==> config.mk <==
export PLATFORM = sky130hd
export DESIGN_NAME = serial_adder
export DESIGN_NICKNAME = d
export VERILOG_FILES = /design/src/rtl/serial_adder.sv
export SDC_FILE = /design/constraint.sdc
export NUM_CORES = 1
export LEC_CHECK = 0
export BUFFER_PORTS_ARGS = -buffer_cell sky130_fd_sc_hd__buf_4
export CAP_MARGIN = 20
export CORE_MARGIN = 1
export CORE_UTILIZATION = 49
export CTS_BUF_LIST = sky130_fd_sc_hd__clkbuf_8
export DETAILED_ROUTE_END_ITERATION = 8
export PLACE_DENSITY = 0.76
export RECOVER_POWER = 50
export SLEW_MARGIN = 25
export SYNTH_ARGS = -nofsm -noshare
export SYNTH_HDL_FRONTEND = slang
export SYNTH_SLANG_ARGS = --single-unit
==> constraint.sdc <==
create_clock -name clk_i -period 1.4 [get_ports clk_i]
set_clock_uncertainty 0.15 [all_clocks]
set_input_delay 0.21 -clock clk_i [delete_from_list [all_inputs] [get_ports clk_i]]
set_output_delay 0.21 -clock clk_i [all_outputs]
set_load 0.02 [all_outputs]
==> src/rtl/serial_adder.sv <==
// Bit-serial WIDTH-bit adder: LSB first, one full-adder step per clock, start/done handshake.
// Optional subtract mode enabled by defining SERIAL_ADDER_SUB_EN (adds the sub_i port).
module serial_adder #(
    parameter int unsigned WIDTH = 8
) (
    input  logic             clk_i,
    input  logic             rst_i,
    input  logic             start_i,
    input  logic [WIDTH-1:0] a_i,
    input  logic [WIDTH-1:0] b_i,
`ifdef SERIAL_ADDER_SUB_EN
    input  logic             sub_i,
`endif
    output logic             busy_o,
    output logic             done_o,
    output logic [WIDTH-1:0] sum_o,
    output logic             c_out_o
);

    localparam int unsigned CntW = $clog2(WIDTH) + 1;
    localparam logic [CntW-1:0] LastCnt = CntW'(WIDTH - 1);

    typedef enum logic [1:0] {StIdle, StShift, StDone} state_e;

    state_e           state_q, state_d;
    logic [WIDTH-1:0] a_sr_q, a_sr_d;
    logic [WIDTH-1:0] b_sr_q, b_sr_d;
    logic [WIDTH-1:0] sum_q, sum_d;
    logic             carry_q, carry_d;
    logic             c_out_q, c_out_d;
    logic [CntW-1:0]  cnt_q, cnt_d;

    logic [WIDTH-1:0] load_b;
    logic             load_carry;
    logic             ha0_s, ha0_c, ha1_s, ha1_c;
    logic             carry_nxt;

    // Subtraction is a + ~b + 1: invert B and seed the carry.
`ifdef SERIAL_ADDER_SUB_EN
    assign load_b     = sub_i ? ~b_i : b_i;
    assign load_carry = sub_i;
`else
    assign load_b     = b_i;
    assign load_carry = 1'b0;
`endif

    // Full adder built from two half adders plus an OR.
    assign ha0_s     = a_sr_q[0] ^ b_sr_q[0];
    assign ha0_c     = a_sr_q[0] & b_sr_q[0];
    assign ha1_s     = ha0_s ^ carry_q;
    assign ha1_c     = ha0_s & carry_q;
    assign carry_nxt = ha0_c | ha1_c;

    always_comb begin
        state_d = state_q;
        a_sr_d  = a_sr_q;
        b_sr_d  = b_sr_q;
        sum_d   = sum_q;
        carry_d = carry_q;
        c_out_d = c_out_q;
        cnt_d   = cnt_q;

        case (state_q)
            StIdle, StDone: begin
                if (start_i) begin
                    a_sr_d  = a_i;
                    b_sr_d  = load_b;
                    carry_d = load_carry;
                    cnt_d   = '0;
                    state_d = StShift;
                end else begin
                    state_d = StIdle;
                end
            end
            StShift: begin
                sum_d   = {ha1_s, sum_q[WIDTH-1:1]};
                carry_d = carry_nxt;
                a_sr_d  = a_sr_q >> 1;
                b_sr_d  = b_sr_q >> 1;
                cnt_d   = cnt_q + CntW'(1);
                if (cnt_q == LastCnt) begin
                    c_out_d = carry_nxt;
                    state_d = StDone;
                end
            end
            default: state_d = StIdle;
        endcase
    end

    always_ff @(posedge clk_i) begin
        if (rst_i) begin
            state_q <= StIdle;
            a_sr_q  <= '0;
            b_sr_q  <= '0;
            sum_q   <= '0;
            carry_q <= 1'b0;
            c_out_q <= 1'b0;
            cnt_q   <= '0;
        end else begin
            state_q <= state_d;
            a_sr_q  <= a_sr_d;
            b_sr_q  <= b_sr_d;
            sum_q   <= sum_d;
            carry_q <= carry_d;
            c_out_q <= c_out_d;
            cnt_q   <= cnt_d;
        end
    end

    assign busy_o  = (state_q == StShift);
    assign done_o  = (state_q == StDone);
    assign sum_o   = sum_q;
    assign c_out_o = c_out_q;

endmodule

==> results of run 1 <==
==> logic make-up after synthesis <==
| kind of cell | synth area share |
|---|---|
| compound gates | 0.200 |
| buf+inv | 0.0630 |
| simple gates | 0.196 |
| mux | 0.0277 |
| fa+ha+maj | 0.0248 |
| flops | 0.489 |
==> final timing paths <==
path	from	end	slack, ns	cells past startpoint
setup / recovery	state_q[1]	busy_o	0.03	4
hold / removal	a_i[7]	a_sr_q[7]	0.02	3
setup reg to reg	state_q[1]	a_sr_q[6]	0.05	6
hold reg to reg	sum_o[4]	sum_o[3]	0.32	2
==> cell usage in the layout (no fill, tap or decap), drive strengths merged <==
master,Yosys,layout
and2b,1,1
nor2b,1,1
clkbuf,4,15
nand4b,1,1
a22oi,14,14
nand3,19,19
nand3b,1,1
inv,1,2
nor2,3,3
clkinv,0,1
mux2,2,2
a211oi,1,1
nor3b,1,1
dfxtp,32,32
a21oi,29,29
nand4,1,1
bufinv,0,1
nand2,20,20
nand2b,5,5
mux2i,1,1
ha,1,1
fa,1,1
buf,10,29
==> cell usage after synthesis (all sizes together) <==
master,n,share of area
a211oi,1,0.0095
a21oi,29,0.11
a22oi,14,0.080
and2b,1,0.0057
buf,10,0.049
clkbuf,4,0.011
dfxtp,32,0.49
fa,1,0.015
ha,1,0.0095
inv,1,0.0029
mux2,2,0.020
mux2i,1,0.0076
nand2,20,0.057
nand2b,5,0.024
nand3,19,0.073
nand3b,1,0.0057
nand4,1,0.0048
nand4b,1,0.0067
nor2,3,0.0086
nor2b,1,0.0048
nor3b,1,0.0057
==> worst register-to-register path, cell delays in order (launching register included) <==
cell	delay, ns
dfxtp_2	0.32
nand2b_4	0.13
inv_2	0.05
buf_4	0.15
buf_6	0.16
a22oi_1	0.19
a21oi_1	0.10
==> power breakdown <==
part	switching [mW]	internal, mW	leakage (nW)	total, mW
clock network	0.327	0.520	0.0593	0.847
registers	0.0284	0.952	0.262	0.980
logic	0.141	0.121	0.329	0.262
total	0.496	1.59	0.650	2.09
==> metal layers <==
layer,part of all wire,wire length [µm]
met4,0.0095,27
met2,0.49,1390
met3,0.054,153
met1,0.45,1280
met5,0,0
==> cell type report <==
class                           instances  area, µm²
Fill cell                             217        810
Sequential cell                        32        643
Multi-Input combinational cell        102        628
Timing Repair Buffer                   39        270
Clock buffer                            5       68.8
Clock inverter                          3       38.8
Tap cell                               30       37.5
Inverter                                1       3.75
==> per-stage QoR <==
step | hold WS (ns) | power [mW] | instance area, µm² | std cells | setup WS, ns
finish | 0.0215 | 2.09 | 1690 | 212 | 0.0299
global route | 0.0416 | 2.18 | 1690 | 212 | 0.00484
CTS | 0.0216 | 2.08 | 1690 | 212 | 0.00864
detailed placement | 0.313 | 1.23 | 1550 | 202 | 0.0223
global placement | 0.296 | 1.22 | 1550 | 202 | 0.0847
floorplan | 0.196 | 1.15 | 1310 | 149 | 0.125
==> registers in the layout, indices dropped and copies added, names as in the netlist <==
signal   flops
a_sr_q       8
b_sr_q       8
c_out_o      1
carry_q      1
cnt_q        4
state_q      2
sum_o        8
==> timing repair <==
item                                    in CTS  in global routing
buffers inserted                             2                  0
endpoints found under the hold margin        0                  0
resized for setup                            5                  9
pin swaps                                    0                  0
endpoints found under the setup margin       1                 17
==> out/results.txt, run 1 <==
GP Congestion - 0.697
Clock sink count - 32
Most common cell on crit path - buf_6
Crit path kind - reg -> out
Die H - 53.7 µm
Yosys warns - 0
Worst Path Arrival - 1.01 ns
Worst-margin pin slew - 0.253 ns
Pwr Density - 1240 nW/µm²
Hold_buf cts - 0
Worst setup SP type - flop
Final nets - 202
Gr ovfl total - 0
Crit path buf inv count - 3
Fin crit share - 0.979
First-pass GRT wire length - 4430 µm
DP HPWL - 1850 µm
Met2 GRT Util - 0.360
Core Region - 2500 µm²
Routed WL per cell - 13.5 µm
DRT antenna net count - 0
Leakage dissipation - 0.650 nW
Minimum clock period - 1.37 ns
Io pins - 30
Syn_nets - 170
CTS tree - built
DRC errors left - 0
Critical path endpoint category - primary output
CP required - 1.04 ns
Fmax - 730 MHz
Sequential area share after synthesis - 0.489
Width of the die - 53.7 µm
Max Buffers Root-to-Sink - 2
Final Util - 0.676
Met1 usage - 0.255
Syn avg cell area - 8.80 µm²
Max incr delay on CP - 0.32 ns
Largest delay share family, worst path - flip-flops
Routed WL - 2850 µm
Vias in the first global route - 1,014
Crit path cell chain - nand2b_4 -> inv_2 -> buf_6 -> buf_6
Endpoints failing setup - 0
Largest fanout on the critical path - 3
Slowest CP cell - dfxtp_2
Die area - 2890 µm²
Fin. Hold Viols - 0
Met3 Usage GRT - 0.0932
Number of DRC markers in iteration 0 - 34
Syn Inst Count - 149
Max-cap viol count - 0
Post-synthesis register bit count - 32
Worst Hold Class - in -> reg
Vias/cell - 5.62
Detailed-route via count - 1,191
Synth Cell Area - 1310 µm²
I/O Buffers - 29
Layout cells sized above 1 - 0.280
Status - complete, no violations
CTS buffer count - 5
Peak supply drop - 1.28 mV
RSZ-0062 raised after global routing - false
Pre-antenna DRT Iters - 4
Count of cell types in the netlist - 24
Fin Setup TNS - 0 ns
Final Max Tran Viols - 0
Antenna diodes - 0
Placement row count - 18
Htree depth - 2
Initial antenna violation count - 0
Root buf cell - clkbuf_8
Initial core utilization - 0.525
Later-pin clock latency in the skew report - 0.28 ns
Clock Pin Slew Worst Setup and Hold Paths - 0.06 ns
Pin count of the biggest net entering global routing - 26
Max-slew headroom - 0.832
Gr usage total - 0.220
Synthesis-to-finish area growth - 28.9%
Gr busiest metal - met2
(Power assumes the default switching activity.)
==> inputs of run 2 (changes only) <==
--- a/config.mk
+++ b/config.mk
@@ -6,7 +6,6 @@
 export NUM_CORES = 1
 export LEC_CHECK = 0
 export BUFFER_PORTS_ARGS = -buffer_cell sky130_fd_sc_hd__buf_4
-export CAP_MARGIN = 20
 export CORE_MARGIN = 1
 export CORE_UTILIZATION = 49
 export CTS_BUF_LIST = sky130_fd_sc_hd__clkbuf_8
@@ -17,3 +16,4 @@
 export SYNTH_ARGS = -nofsm -noshare
 export SYNTH_HDL_FRONTEND = slang
 export SYNTH_SLANG_ARGS = --single-unit
+export TNS_END_PERCENT = 100
==> constraint.sdc (replaced) <==
create_clock -name clk_i -period 1.26 [get_ports clk_i]
set_clock_uncertainty 0.15 [all_clocks]
set_input_delay 0.189 -clock clk_i [delete_from_list [all_inputs] [get_ports clk_i]]
set_output_delay 0.189 -clock clk_i [all_outputs]
set_load 0.02 [all_outputs]
==> run 2 against run 1 <==
The flow now finishes with violations (negative setup slack). Cell count is 0.94% higher. Routed wire length up 1.8%. Via count is 0.42% higher. Sequential power increased by 11%. Critical path type unchanged. Hold slack got worse by 0.010 ns. Core utilization rose by 2.2 points. Non-clock buffer count is 2 higher. Die area is the same. Combinational power rose by 23%. Setup slack worse by 0.13 ns. Sequential share of layout area down 1.0 points. Total power up 5.2%.
==> out/results.txt, run 2 (same netlist as run 1, synthesis figures left out) <==
Largest fanout on the critical path - 4 (+1)
DRC errors left - 0 (unchanged)
Worst-margin pin slew - 0.216 ns (-0.0373 ns)
Worst Hold Class - in -> reg
Final nets - 204 (+0.99%)
Status - finished with violations
Routed WL - 2900 µm (+1.8%)
GP Congestion - 0.765 (+9.8%)
Worst hold slack - 0.0114 ns (-0.0102 ns)
Vias in the first global route - 1,006 (-0.79%)
Violations in the final reports - negative setup slack
Fin cells - 214 (+0.94%)
Final Max Tran Viols - 0 (unchanged)
CP required - 0.92 ns (-0.12 ns)
Core Region - 2500 µm² (unchanged)
Crit path kind - reg -> out
Hold_buf cts - 0 (unchanged)
Vias/cell - 5.59 (-0.52%)
Clock sink count - 32 (unchanged)
Fin. Hold Viols - 0 (unchanged)
Gr usage total - 0.218 (-0.00244)
Number of DRC markers in iteration 0 - 34 (unchanged)
Commonest cells after routing, fill and taps aside - dfxtp_1, a21oi_1, buf_4
Max-slew headroom - 0.856 (+0.0241)
Max-cap viol count - 0 (unchanged)
Placed instance count - 204 (+0.99%)
Worst Path Arrival - 1.02 ns (about the same)
Layout cells sized above 1 - 0.353 (+0.0730)
Finished Cell Area - 1740 µm² (+3.2%)
Gr ovfl total - 0 (unchanged)
Clock Pin Slew Worst Setup and Hold Paths - 0.06 ns (about the same)
R2r setup slk - -0.08 ns (-0.13 ns)
Initial core utilization - 0.525 (unchanged)
DRT antenna net count - 0 (unchanged)
Hold Startpoint - a_i[7]
Htree depth - 2 (unchanged)
Post-place instance area - 1580 µm² (+2.3%)
Root buf cell - clkbuf_8
Critical path endpoint category - primary output
Minimum clock period - 1.36 ns
Placement Setup Slack - -0.0364 ns (-0.0587 ns)
RSZ-0062 raised after global routing - true
Leakage dissipation - 0.695 nW (+6.9%)
CTS buffer count - 5 (unchanged)
Max Buffers Root-to-Sink - 2 (unchanged)
Fin Setup TNS - -0.610 ns (-0.610 ns)
CTS tree - built
Fmax - 738 MHz
Most common cell on crit path - buf_6
Crit path cell chain - nand2b_4 -> inv_4 -> buf_6 -> buf_6
Detailed-route via count - 1,196 (+0.42%)
I/O Buffers - 29 (unchanged)
DP HPWL - 1920 µm (+3.6%)
Min-Delay Endpoint - a_sr_q[7]
First-pass GRT wire length - 4410 µm (-0.45%)
Die area - 2890 µm² (unchanged)
Hold-critical path depth - 3 (unchanged)
Endpoints failing setup - 13 (+13)
Routed WL per cell - 13.6 µm (+0.80%)
Largest delay share family, worst path - flip-flops
Slowest CP cell - dfxtp_2
Crit path buf inv count - 3 (unchanged)
Reg2Reg Capture Point - a_sr_q[1]
Fill count - 210 (-3.2%)
Fin crit share - 1.08
Initial antenna violation count - 0 (unchanged)
Pwr Density - 1260 nW/µm² (+1.9%)
Critical R2R Launch - state_q[1]
Later-pin clock latency in the skew report - 0.28 ns (about the same)
Die H - 53.7 µm (unchanged)
Final worst setup slack - -0.0953 ns (-0.125 ns)
Width of the die - 53.7 µm (unchanged)
Pin count of the biggest net entering global routing - 23 (-12%)
Pre-antenna DRT Iters - 4 (unchanged)
Commonest non-fill, non-tap cell in the layout - dfxtp_1
Worst setup SP type - flop
Max incr delay on CP - 0.32 ns (about the same)
Placement row count - 18 (unchanged)
Worst r2r path cells - 6 (unchanged)
Io pins - 30 (unchanged)
Peak supply drop - 0.906 mV (-29%)
Antenna diodes - 0 (unchanged)
Synthesis-to-finish area growth - 33.0%
[run 2: changes by cell type in the layout (fill, tap and decap cells not counted), moves of 2 or more]
| cell | previous run | this run |
|---|---|---|
| a22oi_1 | 8 | 4 |
| a22oi_2 | 6 | 10 |
| buf_6 | 3 | 5 |
| clkbuf_1 | 9 | 0 |
| clkbuf_2 | 0 | 9 |
[run 2: where the power goes]
part	total (mW)	internal [mW]	switching, mW
clock network	0.788	0.428	0.360
registers	1.09	1.06	0.0315
logic	0.321	0.154	0.167
total	2.20	1.64	0.558
[run 2: worst min-delay path, stage by stage]
cell and delay [ns]:
buf_4 0.11, nand2_1 0.05, a21oi_1 0.05
[run 2: final cells by class]
| class | instances | area, µm² | share of cell area |
|---|---|---|---|
| Multi-Input combinational cell | 102 | 648 | 0.372 |
| Clock inverter | 2 | 7.51 | 0.00430 |
| Tap cell | 30 | 37.5 | 0.0215 |
| Inverter | 1 | 6.26 | 0.00359 |
| Clock buffer | 6 | 82.6 | 0.0473 |
| Timing Repair Buffer | 41 | 317 | 0.181 |
| Sequential cell | 32 | 646 | 0.370 |
[run 2: how the worst max path moves through the flow]
stage,start,to,slack (ns),cells after the start
after global routing,state_q[1],a_sr_q[1],-0.13,6
after floorplan,state_q[1],cnt_q[2],0.01,4
after global placement,state_q[1],busy_o,0.002,4
after detailed placement,state_q[1],a_sr_q[1],-0.04,5
after CTS,state_q[1],busy_o,-0.09,4
final,state_q[1],busy_o,-0.1,4
[run 2: layer usage]
layer	wire, µm	track usage	up-vias
li1	-	-	590
met1	1200	0.276	566
met5	0	0	-
met2	1510	0.333	34
met3	160	0.0847	6
met4	37	0.0789	0
[run 2: what timing repair did]
item	in CTS	in global routing
pin swaps	0	3
endpoints found under the setup margin	15	25
hold endpoints to repair	0	0
resized for setup	10	10
setup buffers	2	0
[run 2: through the flow]
step	power, mW	util
after floorplan	1.28	-
final	2.20	0.698
after global routing	2.29	0.698
after CTS	2.19	0.688
after global placement	1.37	0.634
after detailed placement	1.38	0.634
==> inputs of run 3 (changes only) <==
--- a/config.mk
+++ b/config.mk
@@ -7,10 +7,9 @@
 export LEC_CHECK = 0
 export BUFFER_PORTS_ARGS = -buffer_cell sky130_fd_sc_hd__buf_4
 export CORE_MARGIN = 1
-export CORE_UTILIZATION = 49
+export CORE_UTILIZATION = 40
 export CTS_BUF_LIST = sky130_fd_sc_hd__clkbuf_8
 export DETAILED_ROUTE_END_ITERATION = 8
-export PLACE_DENSITY = 0.76
 export RECOVER_POWER = 50
 export SLEW_MARGIN = 25
 export SYNTH_ARGS = -nofsm -noshare
==> constraint.sdc (replaced) <==
create_clock -name clk_i -period 1.6 [get_ports clk_i]
set_clock_uncertainty 0.15 [all_clocks]
set_input_delay 0.24 -clock clk_i [delete_from_list [all_inputs] [get_ports clk_i]]
set_output_delay 0.24 -clock clk_i [all_outputs]
set_load 0.02 [all_outputs]
==> run 3 against run 2 <==
Sequential share of layout area up 1.9 points. Hold slack better by 0.053 ns. Count of clock-buffer cells in the layout down 1. Design area down 5.7%. Global-route usage down 4.3 points. The flow now finishes without violations. Setup slack better by 0.19 ns. Flip-flop and latch count unchanged.
==> out/results.txt, run 3 (same netlist as run 1, synthesis figures left out) <==
Commonest non-fill, non-tap cell in the layout - dfxtp_1
Finished Cell Area - 1650 µm² (-5.7%)
Worst Hold Class - in -> reg
Placement row count - 20 (+2)
Critical path endpoint category - primary output
Met2 GRT Util - 0.274 (-0.0589)
Crit path depth - 4 (unchanged)
RSZ-0062 raised after global routing - false
Comb pwr share - 0.138 (-0.008)
Largest delay share family, worst path - buffers and inverters
Pwr Density - 987 nW/µm² (-22%)
Commonest cells after routing, fill and taps aside - dfxtp_1, a21oi_1, buf_4
Gr ovfl total - 0 (unchanged)
Switching pwr - 0.397 mW (-29%)
Clock Power Share - 0.337 (-0.022)
Critical R2R Launch - state_q[0]
Cell Int Power - 1.23 mW (-25%)
Vias in the first global route - 1,021 (+1.5%)
Number of DRC markers in iteration 0 - 38 (+12%)
Routed WL - 2800 µm (-3.5%)
Fmax - 665 MHz
Max Buffers Root-to-Sink - 2 (unchanged)
Final nets - 204 (unchanged)
Gr busiest metal - met2
Initial core utilization - 0.426 (-0.0985)
Vias/cell - 5.15 (-7.8%)
Synthesis-to-finish area growth - 25.5%
Largest fanout on the critical path - 8 (+4)
Io pins - 30 (unchanged)
Slowest CP cell - dfxtp_1
Endpoints failing setup - 0 (-13)
CP required - 1.21 ns (+0.29 ns)
Leakage dissipation - 0.638 nW (-8.1%)
First-pass GRT wire length - 4540 µm (+3.0%)
DRT antenna net count - 0 (unchanged)
Worst r2r path cells - 4 (-2)
Detailed-route via count - 1,170 (-2.2%)
Gr usage total - 0.175 (-0.0426)
DP HPWL - 1760 µm (-8.4%)
CTS tree - built
Max-cap viol count - 0 (unchanged)
Routed WL per cell - 12.3 µm (-9.0%)
Crit path buf inv count - 3 (unchanged)
Width of the die - 59.3 µm (+10%)
CTS buffer count - 5 (unchanged)
Hold-critical path depth - 3 (unchanged)
Met3 Usage GRT - 0.0655 (-0.0192)
Root buf cell - clkbuf_8
Initial antenna violation count - 0 (unchanged)
Pin count of the biggest net entering global routing - 35 (+52%)
Met1 usage - 0.221 (-0.0552)
I/O Buffers - 29 (unchanged)
Crit path cell chain - nand2b_1 -> inv_2 -> buf_12 -> buf_4
DRC errors left - 0 (unchanged)
Worst Path Arrival - 1.11 ns (+0.09 ns)
Fin. Hold Viols - 0 (unchanged)
Reg power frac - 0.525 (+0.030)
Core Region - 3080 µm² (+23%)
Worst-margin pin slew - 0.353 ns (+0.137 ns)
Pre-antenna DRT Iters - 4 (unchanged)
Pwr Total - 1.62 mW (-26%)
Switching Fraction - 0.245 (-0.00927)
Peak supply drop - 0.663 mV (-27%)
Htree depth - 2 (unchanged)
Clock sink count - 32 (unchanged)
Max-slew headroom - 0.765 (-0.0914)
Reg2Reg Capture Point - a_sr_q[3]
Worst setup SP type - flop
Critical path launch point - state_q[1]
Layout cells sized above 1 - 0.224 (-0.129)
Crit path to - busy_o
Antenna diodes - 0 (unchanged)
Clock Pin Slew Worst Setup and Hold Paths - 0.06 ns (about the same)
Die H - 59.3 µm (+10%)
Status - complete, no violations
Fin Setup TNS - 0 ns (+0.610 ns)
Crit path kind - reg -> out
Worst hold slack - 0.0648 ns (+0.0535 ns)
Final Max Tran Viols - 0 (unchanged)
Fin crit share - 0.940
Final Util - 0.535 (-0.163)
GP Congestion - 0.785 (+2.5%)
Post-place instance area - 1550 µm² (-2.1%)
Minimum clock period - 1.50 ns
Later-pin clock latency in the skew report - 0.27 ns (about the same)
Die area - 3510 µm² (+22%)
Max incr delay on CP - 0.30 ns (-0.02 ns)
R2r setup slk - 0.16 ns (+0.24 ns)
run 3: cell types whose count changed in the layout (fill, tap and decap cells not counted), moves of 2 or more:
cell / delta
a22oi_1: +10
buf_4: +3
dfxtp_1: +2
clkbuf_2: -9
a22oi_2: -10
clkbuf_1: +10
buf_6: -5
run 3: how the worst min path moves through the flow:
stage / startpoint / endpoint / slack, ns
after detailed placement: sum_o[0] / sum_o[0] / 0.31
after CTS: a_i[7] / a_sr_q[7] / 0.05
final: a_i[7] / a_sr_q[7] / 0.06
after global placement: sum_o[0] / sum_o[0] / 0.30
after global routing: a_i[7] / a_sr_q[7] / 0.06
after floorplan: a_i[7] / a_sr_q[7] / 0.23
run 3: area by class of cell:
class	instances	area, µm²
Clock buffer	5	68.8
Clock inverter	2	8.76
Fill cell	315	1430
Inverter	1	3.75
Multi-Input combinational cell	102	588
Sequential cell	32	641
Tap cell	44	55.1
Timing Repair Buffer	41	280
run 3: power groups by stage:
stage | clock [mW] | combinational [mW] | sequential, mW
after global routing | 0.619 | 0.247 | 0.857
after detailed placement | 0 | 0.201 | 0.871
after CTS | 0.578 | 0.207 | 0.853
after floorplan | 0 | 0.135 | 0.868
after global placement | 0 | 0.196 | 0.869
final | 0.546 | 0.224 | 0.853
run 3: tightest hold or removal path, delay by kind of cell:
| family | cells | cell delay (ns) |
|---|---|---|
| AO/OA/AOI/OAI | 1 | 0.05 |
| AND/OR/NAND/NOR | 1 | 0.04 |
| buffers and inverters | 1 | 0.11 |
run 3: stage by stage:
step | instances | setup slack [ns]
CTS | 221 | 0.0128
floorplan | 149 | 0.325
global placement | 214 | 0.236
detailed placement | 214 | 0.206
finish | 227 | 0.0957
global route | 227 | 0.00943
run 3: timing repair:
| item | in CTS | in global routing |
|---|---|---|
| setup endpoints to repair | 1 | 1 |
| buffers inserted | 0 | 6 |
| gates resized for setup | 3 | 1 |
| hold buffers | 0 | 0 |
| pin swaps | 0 | 0 |
run 3: layer usage:
layer	part of all wire	vias up
li1	-	591
met1	0.45	552
met5	0	-
met2	0.51	27
met3	0.039	0
met4	0	0
